`src/rtl/key_event_arbiter.sv`:
```
// key_event_arbiter: qualifies held key presses and offers them one at a time, round-robin
module key_event_arbiter #(
    parameter int HOLD_CYCLES = 4
) (
    input  logic       clk,
    input  logic       reset,
    input  logic [3:0] keys,
    input  logic       evt_ready,
    output logic       evt_valid,
    output logic [1:0] evt_id,
    output logic [3:0] overrun
);
    localparam int CW = $clog2(HOLD_CYCLES + 1);
    localparam logic [CW-1:0] HOLD_MAX = CW'(HOLD_CYCLES);
    localparam logic [CW-1:0] HOLD_LAST = CW'(HOLD_CYCLES - 1);

    typedef enum logic {IDLE, OFFER} state_t;

    state_t state, state_n;
    logic [3:0][CW-1:0] cnt, cnt_n;
    logic [3:0] press, pending, pending_n, overrun_n, clr;
    logic [1:0] last_grant, last_grant_n, grant, idx, evt_id_n;
    logic found, hs;

    // hold counters saturate while held and clear on release; a press fires once per run
    always_comb begin
        cnt_n = cnt;
        press = '0;
        for (int i = 0; i < 4; i++) begin
            press[i] = keys[i] && cnt[i] == HOLD_LAST;
            cnt_n[i] = !keys[i] ? '0 : cnt[i] == HOLD_MAX ? cnt[i] : cnt[i] + 1'b1;
        end
    end

    // pending bits: a press sets, an accepted offer clears; a press onto an unaccepted one overruns
    always_comb begin
        hs = state == OFFER && evt_ready;
        clr = hs ? 4'b0001 << evt_id : 4'b0000;
        pending_n = press | (pending & ~clr);
        overrun_n = overrun | (press & pending & ~clr);
    end

    // round-robin pick: first pending key after the last granted one, wrapping
    always_comb begin
        grant = '0;
        found = 1'b0;
        idx = '0;
        for (int j = 0; j < 4; j++) begin
            idx = last_grant + 2'(j) + 2'd1;
            if (!found && pending[idx]) begin
                grant = idx;
                found = 1'b1;
            end
        end
    end

    // offer FSM: IDLE latches a grant, OFFER waits for the handshake
    always_comb begin
        state_n = state == IDLE ? (found ? OFFER : IDLE) : (evt_ready ? IDLE : OFFER);
        evt_id_n = state == IDLE && found ? grant : evt_id;
        last_grant_n = hs ? evt_id : last_grant;
    end

    // state registers; last_grant resets to 3 so key 0 is scanned first
    always_ff @(posedge clk) begin
        if (reset) begin
            state <= IDLE;
            evt_id <= '0;
            last_grant <= 2'd3;
            pending <= '0;
            overrun <= '0;
            cnt <= '0;
        end else begin
            state <= state_n;
            evt_id <= evt_id_n;
            last_grant <= last_grant_n;
            pending <= pending_n;
            overrun <= overrun_n;
            cnt <= cnt_n;
        end
    end

    assign evt_valid = state == OFFER;
endmodule

```
`config.mk`:
```
export PLATFORM = sky130hd
export DESIGN_NAME = key_event_arbiter
export DESIGN_NICKNAME = d
export VERILOG_FILES = /design/src/rtl/key_event_arbiter.sv
export SDC_FILE = /design/constraint.sdc
export NUM_CORES = 1
export LEC_CHECK = 0
export CAP_MARGIN = 20
export CORE_ASPECT_RATIO = 0.7
export CORE_MARGIN = 5
export CORE_UTILIZATION = 49
export DETAILED_ROUTE_END_ITERATION = 16
export MAX_ROUTING_LAYER = met4
export PLACE_DENSITY = 0.78
export SYNTH_ARGS = -nofsm -noshare
export SYNTH_HDL_FRONTEND = slang
export SYNTH_SLANG_ARGS = --single-unit
```
`constraint.sdc`:
```
create_clock -name clk -period 1 [get_ports clk]
set_clock_uncertainty 0.05 [all_clocks]
set_input_delay 0.25 -clock clk [delete_from_list [all_inputs] [get_ports clk]]
set_output_delay 0.25 -clock clk [all_outputs]
set_load 0.05 [all_outputs]
```
======== Word level (Yosys, flattened, before mapping) ========
Index checks and enable logic that the tools add are counted.
storage, ports and cells
  flip-flop bits (word level) ............. 25
operators by class
  $add $sub $neg .......................... 10
  order comparisons ....................... 4
  eq/ne operators ......................... 8
  shift operators ......................... 1
  multiplexer cells ....................... 20
  bitwise logic cells ..................... 11
  reductions and logical operators ........ 16
operators by type and width
  cell                   number
  $add A3 B1 Y3 const B  4
  $and A4 B4 Y4          3
  $eq A3 B2 Y1 const B   4
  $eq A3 B3 Y1 const B   4
  $lt A2 B3 Y1 const B   4
  $mux W1                11
  $logic_and A1 B1 Y1    9
  $add A2 B1 Y2 const B  4
  $bmux W1 S2            4
  $mux W2                4
  $or A4 B4 Y4           2
  $reduce_or A2 Y1       4
  $not A1 Y1             5
  $add A2 B2 Y2 const B  2
  $mux W4                1
  $not A4 Y4             1
  $shl A1 B2 Y4 const A  1
  $logic_not A1 Y1       3

======== Logic depth before layout (Yosys ltp) ========
Gate-level depths: netlist of the first run.
  depth after elaboration ................. 15
  depth in mapped cells ................... 5
  mapped depth without buffers ............ 5

======== Worst setup path before layout of the first run ========
OpenSTA, ideal clock, no wires.
  path kind ............................... register to register
  start point ............................. reg state (netlist: evt_valid)
  end point ............................... reg overrun[0]
  setup time .............................. 0.117 ns
  arrival time ............................ 1.407 ns
  required time ........................... 0.833 ns
  setup slack ............................. -0.573 ns
  cell stages (with the launch flop) ...... 6
  path buffers ............................ 1
  clock period less this slack ............ 1.573 ns
  cell sequence ........................... dfxtp_1 buf_2 nand2_1 o31a_1 a31oi_1 nor2_1
between the ends
  longest elaborated chain between the ends .. 5
RTL lines
  item                      line  text
  start: declaration        19    state_t state, state_n;
  start signal: assignment  74    state <= state_n;
  $logic_and A1 B1 Y1       37    hs = state == OFFER && evt_ready;
  $mux W4                   38    clr = hs ? 4'b0001 << evt_id : 4'b0000;
  $not A4 Y4                40    overrun_n = overrun | (press & pending & ~clr);
  $and A4 B4 Y4             40
  $or A4 B4 Y4              40
  end signal: assignment    78    overrun <= overrun_n;
  end: declaration          11    output logic [3:0] overrun
No other way between the ends.
A chain may end at the register's enable or synchronous reset.

======== Final worst setup path of the first run ========
  start point ............................. reg pending[3]
  end point ............................... reg evt_id[1]
between the ends
  longest elaborated chain between the ends .. 13
  elaborated cells between the ends (all ways) .. 23
RTL lines
  item                           line  text
  start: declaration             21    logic [3:0] press, pending, pending_n, overrun_n, clr;
  start signal: assignment       77    pending <= pending_n;
  $bmux W1 S2                    50    if (!found && pending[idx]) begin
  $mux W1 (implied by the code)  50
  $mux W1                        50
  $logic_not A1 Y1               50
  $logic_and A1 B1 Y1            50
  $mux W1                        50
  $logic_not A1 Y1               50
  $logic_and A1 B1 Y1            50
  $mux W1                        50
  $logic_not A1 Y1               50
  $logic_and A1 B1 Y1            50
  $mux W1                        50
  $logic_and A1 B1 Y1            60    evt_id_n = state == IDLE && found ? grant : evt_id;
  end signal: assignment         75    evt_id <= evt_id_n;
  end: declaration               10    output logic [1:0] evt_id,
Parallel ways exist; a longest one is shown, timed or not. The select of a mux whose other input is x is not followed.

==> results.tsv, run 1 <==
stage	metric	value	unit
critical_path	cell family with most CP delay	compound AO/OA/AOI/OAI gates	
critical_path	reg-to-reg slack, setup	-0.34	ns
critical_path	slowest cell on the critical path	dfxtp_4	
drt	total DRC errors in the routed layout	0	
worst_hold_path	Hold Startpoint	evt_ready	
global_route	first-pass GRT wire length	5520	microns
floorplan	Die Ht	51.7	microns
yosys	largest cells by area after synthesis	dfxtp_1 41%, ha_1 12%, a21oi_1 4.5%, nor2_1 4.3%, inv_1 4.0%	
pwr	Logic pwr share	18.5	%
pwr	Power Density	885	nW/um^2
worst_hold_path	hold-critical path endpoint	evt_valid	
floorplan	overall die width	69.6	microns
pwr	Peak supply drop	0.729	mV
pwr	Int Power	1.34	mW
critical_path	Worst Path Arrival	1.53	ns
yosys	register area share after synthesis	41.1	%
global_route	initial antenna violation count	0	
worst_hold_path	hold path depth	2	
clocking	CTS Buffer Depth	2	
yosys	post-synth top area cell	dfxtp_1	
global_route	GRT Total Usage	20.3	%
sta	fmax	0.745	GHz
yosys	Syn Inst Count	136	
pwr	switching share of power	27.5	%
drt	DRT Wirelength	3930	microns
finish	cell area after layout	2080	sq um
floorplan	die area	3600	sq um
placed_design	pre-CTS WS	-0.578	ns
global_route	vias in the first global route	1216	
clocking	cts bufs inserted	3	
placed_design	I/O Buffers	13	
yosys	synthesis warning total	0	
sta	slew margin rel.	75.3	%
pwr	Clk network pwr share	25.4	%
critical_path	Crit Path Class	flip-flop to flip-flop	
critical_path	crit path cell chain	nand2b_1 -> o21ai_1 -> nand3_1 -> a311oi_2	
yosys	syn nets	155	
pwr	Seq pwr share	56.1	%
pwr	Leakage	0.794	nW
floorplan	Starting Density	50.3	%
drt	DR vias	1214	
critical_path	WP data required	1.19	ns
yosys	Synth top area share	41.1	%
critical_path	reg2reg path depth	4	
clocking	clk slew on worst S/H paths	0.14	ns
sta	max-slew violation count	0	
drt	final antenna-violating net count	0	
critical_path	Worst setup SP type	flip-flop	
sta	Worst-Margin Slew	0.367	ns
critical_path	r2r startpoint	pending[3]	
global_route	largest net degree at the start of global routing	18	
outcome	outcome	finished, violations left	
placed_design	Placed Area	1590	sq um
pwr	P_sw	0.506	mW
placed_design	DPL Wire Length	2040	microns
yosys	Syn Area/Cell	8.95	sq um
placed_design	GP Congestion	0.841	
sta	RSZ-0062 raised after global routing	true	
global_route	overflow left after global routing	0	
sta	final setup violation count	26	
finish	antenna cells	0	
yosys	Cell variety after synth	36	
critical_path	Buf+Inv Stages, Crit Path	0	
drt	DRT Pass-1 Iters	4	
critical_path	CP startpoint	pending[3]	
clocking	clk_lat worst skew	0.33	ns
clocking	cts hold-fix bufs	0	
sta	Hold Vio Cnt, Final	0	
clocking	CTS sink cnt	25	
sta	Final min period	1.34	ns
critical_path	Critical Path Max Stage Delay	0.41	ns
sta	setup ws final	-0.342	ns
yosys	#FFs+latches synth	25	
sta	Final period util	134	%
clocking	CTS tree	done	
outcome	failing checks	setup timing	
worst_hold_path	Worst Hold Class	input pin to flip-flop	
yosys	Post-Syn Area	1220	sq um
floorplan	num rows	15	
critical_path	Worst setup EP type	flip-flop	
job	# Max-Cap Violations	0	
drt	DR WL/cell	18.9	microns
critical_path	CP Max Fanout	7	
critical_path	reg2reg end	evt_id[1]	
drt	vias per cell	5.84	
clocking	htree depth	1	
finish	number of nets in the layout	194	
clocking	Root Buffer	clkbuf_4	
finish	layout cells sized above 1	64.4	%
floorplan	IO Pins	14	
finish	layout overhead on the synthesized area	71.2	%
drt	DRT iter0 DRCs	75	
floorplan	Core ar.	2420	sq um
[layout make-up]
class                           count  area, sq um
Multi-Input combinational cell     93          958
Sequential cell                    25          556
Timing Repair Buffer               39          440
Fill cell                         103          337
Inverter                           13         61.3
Tap cell                           34         42.5
Clock buffer                        4         26.3
[cell usage after synthesis]
library cell,n
a211o_1,1
a211oi_1,1
a21o_2,1
a21oi_1,11
a22oi_1,2
a311oi_2,1
a31oi_1,1
a41oi_1,2
and3_1,1
buf_2,2
buf_4,1
buf_6,1
clkbuf_1,1
dfxtp_1,25
ha_1,12
inv_1,13
mux2i_1,2
nand2_1,13
nand2b_1,6
nand3_1,6
nand3b_1,2
nand4_1,1
nand4b_1,1
nor2_1,14
nor2_2,1
nor2b_1,1
nor3_1,1
nor4_1,1
nor4_4,1
o21ai_0,1
o21ai_1,1
o21ba_2,1
o221ai_1,1
o31a_1,1
o32ai_1,1
xnor2_1,4
[flip-flops by register name (all words and copies together), names as in the netlist]
register / flops
last_grant: 2
pending: 4
cnt: 12
evt_id: 2
overrun: 4
evt_valid: 1
[per-stage QoR]
step	instances	power [mW]	setup TNS (ns)	util, %	hold WS, ns
6_report	208	1.84	-3.63	86.1	0.410
5_1_grt	208	1.91	-4.67	86.1	0.412
2_1_floorplan	136	1.17	-1.21	-	0.289
4_1_cts	203	1.77	-2.70	79.5	0.371
3_5_place_dp	194	1.27	-9.20	65.5	0.427
3_3_place_gp	194	1.26	-8.45	65.5	0.423
[worst max path at each step]
stage | slack (ns) | depth (start not counted) | endpoint
2_1_floorplan | -0.19 | 5 | overrun[0]
3_3_place_gp | -0.52 | 5 | overrun[0]
3_5_place_dp | -0.58 | 5 | overrun[1]
4_1_cts | -0.24 | 2 | evt_valid
5_1_grt | -0.36 | 4 | evt_id[1]
6_report | -0.34 | 4 | evt_id[1]
[timing repair]
action                                  in CTS  in global routing
setup buffers                                5                  5
hold endpoints to repair                     0                  0
endpoints found under the setup margin      32                 32
pin swaps                                   27                 18
resized for setup                           72                 33
[cell families (layout without fill, tap and decap cells)]
logic type | count (synthesis) | in the layout | share of synthesized area, %
AO/OA/AOI/OAI | 26 | 26 | 14.8
XOR/XNOR | 4 | 4 | 2.88
adder cells (fa/ha/maj) | 12 | 12 | 12.3
buffers and inverters | 18 | 56 | 6.68
flip-flops | 25 | 25 | 41.1
multiplexers | 2 | 2 | 1.64
AND/OR/NAND/NOR | 49 | 49 | 20.6
[layer usage]
layer	share of wire (%)	wire [microns]	vias up	GRT usage, %
met2	49	1920	73	37.8
met1	38	1510	572	20.9
met3	7.4	293	23	5.98
met5	0	0	-	-
met4	5.3	209	0	7.14
li1	-	-	546	-
[cell usage in the layout (no fill, tap or decap), types with 4 or more instances in the layout]
cell type and n:
ha_4 12, buf_4 16, dfxtp_2 8, xnor2_2 4, buf_12 8, nand2_2 5
a21oi_1 4, buf_6 9, nor2_1 13, inv_1 6, inv_4 5, nand2b_1 5
dfxtp_1 5, clkdlybuf4s50_1 5, dfxtp_4 12, nand2_4 5, nand3_1 4, a21oi_2 7
[power by group through the flow]
stage	registers (mW)	logic [mW]	clock network, mW
2_1_floorplan	1.07	0.0963	0
3_3_place_gp	1.06	0.194	0
3_5_place_dp	1.07	0.205	0
4_1_cts	1.03	0.278	0.457
5_1_grt	1.04	0.362	0.506
6_report	1.03	0.342	0.468
Note: power is estimated with default switching activity, not from simulation.
==> run 2, diff against run 1 <==
--- a/config.mk
+++ b/config.mk
@@ -12,6 +12,7 @@
 export DETAILED_ROUTE_END_ITERATION = 16
 export MAX_ROUTING_LAYER = met4
 export PLACE_DENSITY = 0.78
+export SKIP_LAST_GASP = 1
 export SYNTH_ARGS = -nofsm -noshare
 export SYNTH_HDL_FRONTEND = slang
 export SYNTH_SLANG_ARGS = --single-unit
==> results.tsv, run 2 (synthesized netlist as in run 1, its figures left out) <==
stage	metric	value	unit	change
critical_path	Buf+Inv Stages, Crit Path	2		was 0
global_route	vias in the first global route	1206		was 1,216
pwr	switching share of power	26.9	%	was 27.5%
drt	final antenna-violating net count	0		unchanged
sta	slew margin rel.	77.2	%	was 75.3%
outcome	failing checks	setup timing		unchanged
critical_path	Worst setup EP type	output port		was flip-flop
clocking	CTS Buffer Depth	2		unchanged
drt	metal2 WL	1800	microns	was 1920 microns
drt	DRT iter0 DRCs	28		was 75
critical_path	Worst setup SP type	flip-flop		unchanged
global_route	overflow left after global routing	0		unchanged
pwr	Logic pwr share	17.6	%	was 18.5%
floorplan	Starting Density	50.3	%	unchanged
worst_hold_path	hold path depth	2		unchanged
finish	most frequent cells in the layout	16 x buf_4, 13 x nor2_1, 12 x ha_4, 12 x dfxtp_4		was 16 x buf_4, 13 x nor2_1, 12 x ha_4, 12 x dfxtp_4, 9 x buf_6
finish	layout overhead on the synthesized area	66.6	%	was 71.2%
worst_hold_path	hold-critical path endpoint	evt_valid		unchanged
pwr	Leakage	0.779	nW	was 0.794 nW
sta	setup ws final	-0.243	ns	was -0.342 ns
clocking	cts bufs inserted	3		unchanged
sta	worst hold slack	0.422	ns	was 0.410 ns
global_route	largest net degree at the start of global routing	18		unchanged
clocking	cts hold-fix bufs	0		unchanged
critical_path	Worst Path Arrival	0.94	ns	was 1.53 ns
drt	DR top layer	met4		unchanged
critical_path	slowest cell on the critical path	dfxtp_4		unchanged
critical_path	reg2reg path depth	5		was 4
finish	Fill cells	117		was 103
sta	max-slew violation count	0		unchanged
clocking	htree depth	1		unchanged
floorplan	Die Ht	51.7	microns	unchanged
clocking	clk_lat worst skew	0.32	ns	was 0.33 ns
pwr	Int Power	1.33	mW	was 1.34 mW
clocking	CTS tree	done		unchanged
critical_path	WP data required	0.70	ns	was 1.19 ns
floorplan	die area	3600	sq um	unchanged
critical_path	crit path cell chain	buf_6 -> buf_12		was nand2b_1 -> o21ai_1 -> nand3_1 -> a311oi_2
clocking	clk slew on worst S/H paths	0.14	ns	about the same
finish	layout cells sized above 1	60.8	%	was 64.4%
drt	DR WL/cell	16.7	microns	was 18.9 microns
drt	DR WL met3	146	microns	was 293 microns
drt	vias per cell	5.60		was 5.84
sta	fmax	0.805	GHz	was 0.745 GHz
worst_hold_path	Worst Hold Class	input pin to flip-flop		unchanged
finish	commonest non-fill, non-tap cell in the layout	buf_4		unchanged
floorplan	IO Pins	14		unchanged
worst_hold_path	Hold Startpoint	evt_ready		unchanged
placed_design	placed cells	194		unchanged
drt	DRT Pass-1 Iters	4		unchanged
critical_path	Crit Path Class	flip-flop to output port		was flip-flop to flip-flop
global_route	initial antenna violation count	0		unchanged
sta	Final period util	124	%	was 134%
clocking	Root Buffer	clkbuf_4		unchanged
critical_path	r2r startpoint	evt_valid		was pending[3]
sta	final setup violation count	25		was 26
sta	Hold Vio Cnt, Final	0		unchanged
placed_design	GP Congestion	0.841		unchanged
drt	total DRC errors in the routed layout	0		unchanged
pwr	P_sw	0.488	mW	was 0.506 mW
finish	area of the multi-input gates	941	sq um	was 958 sq um
floorplan	num rows	15		unchanged
critical_path	reg-to-reg slack, setup	-0.22	ns	was -0.34 ns
finish	number of nets in the layout	191		was 194
sta	Final min period	1.24	ns	was 1.34 ns
pwr	Power Density	894	nW/um^2	was 885 nW/um^2
finish	Reg with most FFs	cnt		unchanged
finish	sequential standard cell area	556	sq um	unchanged
drt	WL met1	1370	microns	was 1510 microns
drt	DRT Wirelength	3430	microns	was 3930 microns
global_route	first-pass GRT wire length	5580	microns	was 5520 microns
placed_design	DPL Wire Length	2040	microns	unchanged
drt	DR vias	1148		was 1,214
job	# Max-Cap Violations	0		unchanged
global_route	GRT Total Usage	20.7	%	was 20.3%
critical_path	reg2reg end	overrun[1]		was evt_id[1]
finish	top flop regs	cnt: 12 flops, overrun: 4 flops, pending: 4 flops		unchanged
floorplan	overall die width	69.6	microns	unchanged
finish	max reg flops	12		unchanged
critical_path	Critical Path Max Stage Delay	0.37	ns	was 0.41 ns
pwr	Peak supply drop	0.643	mV	was 0.729 mV
placed_design	I/O Buffers	13		unchanged
clocking	CTS sink cnt	25		unchanged
critical_path	CP Max Fanout	2		was 7
pwr	Seq pwr share	57.0	%	was 56.1%
pwr	Clk network pwr share	25.4	%	about the same
sta	RSZ-0062 raised after global routing	true		unchanged
sta	Worst-Margin Slew	0.342	ns	was 0.367 ns
critical_path	cell family with most CP delay	flip-flops		was compound AO/OA/AOI/OAI gates
finish	Cell Count, Final, Fillers Out	205		was 208
floorplan	Core ar.	2420	sq um	unchanged
finish	antenna cells	0		unchanged
outcome	outcome	finished, violations left		unchanged
## run 2: cell count changes in the layout (fill, tap and decap cells not counted), moves of 2 or more
cell     previous run  this run
inv_2               2         4
nand2_1             3         6
nand2_2             5         1
buf_6               9         6
inv_4               5         3
## run 2: final cells by class
cell class,instances,share of cell area (%)
Clock buffer,4,1.30
Multi-Input combinational cell,93,46.4
Inverter,13,2.78
Sequential cell,25,27.4
Tap cell,34,2.10
Timing Repair Buffer,36,20.0
## run 2: worst register-to-register path: cells and delay by family, from the launching register on
kind	cells	cell delay [ns]
AND/OR/NAND/NOR	2	0.15
flip-flops	1	0.37
AO/OA/AOI/OAI	2	0.37
buffers and inverters	1	0.18
## run 2: per-stage QoR
step	total power, mW	setup slack, ns	TNS (ns)	instance area (sq um)	utilization [%]
detailed placement	1.27	-0.578	-9.20	1590	65.5
global route	1.89	-0.285	-4.69	2030	83.8
finish	1.81	-0.243	-3.35	2030	83.8
CTS	1.77	-0.242	-2.72	1910	79.1
global placement	1.26	-0.515	-8.45	1590	65.5
floorplan	1.17	-0.192	-1.21	1250	-
## run 2: repair_timing
item / 4_1_cts / 5_1_grt
pin swaps: 27 / 15
buffers inserted: 5 / 2
setup endpoints to repair: 32 / 32
gates resized for setup: 69 / 26
## run 2: worst max path at each step
stage,start,endpoint,slack [ns],depth (start not counted)
after global placement,evt_ready,overrun[0],-0.52,5
after global routing,evt_valid,overrun[1],-0.29,5
after floorplan,evt_valid,overrun[0],-0.19,5
after CTS,evt_valid,evt_valid,-0.24,2
final,evt_valid,evt_valid,-0.24,2
after detailed placement,evt_ready,overrun[1],-0.58,5
## run 2: power by group through the flow
stage	registers, mW	clock network [mW]	logic [mW]
finish	1.03	0.461	0.319
detailed placement	1.07	0	0.205
floorplan	1.07	0	0.0963
global route	1.04	0.510	0.344
CTS	1.04	0.457	0.277
global placement	1.06	0	0.194
## run 2: layer usage
metal	global-route usage (%)	up-vias
li1	-	533
met3	5.21	14
met1	20.9	568
met4	6.17	0
met5	-	-
met2	40.3	33
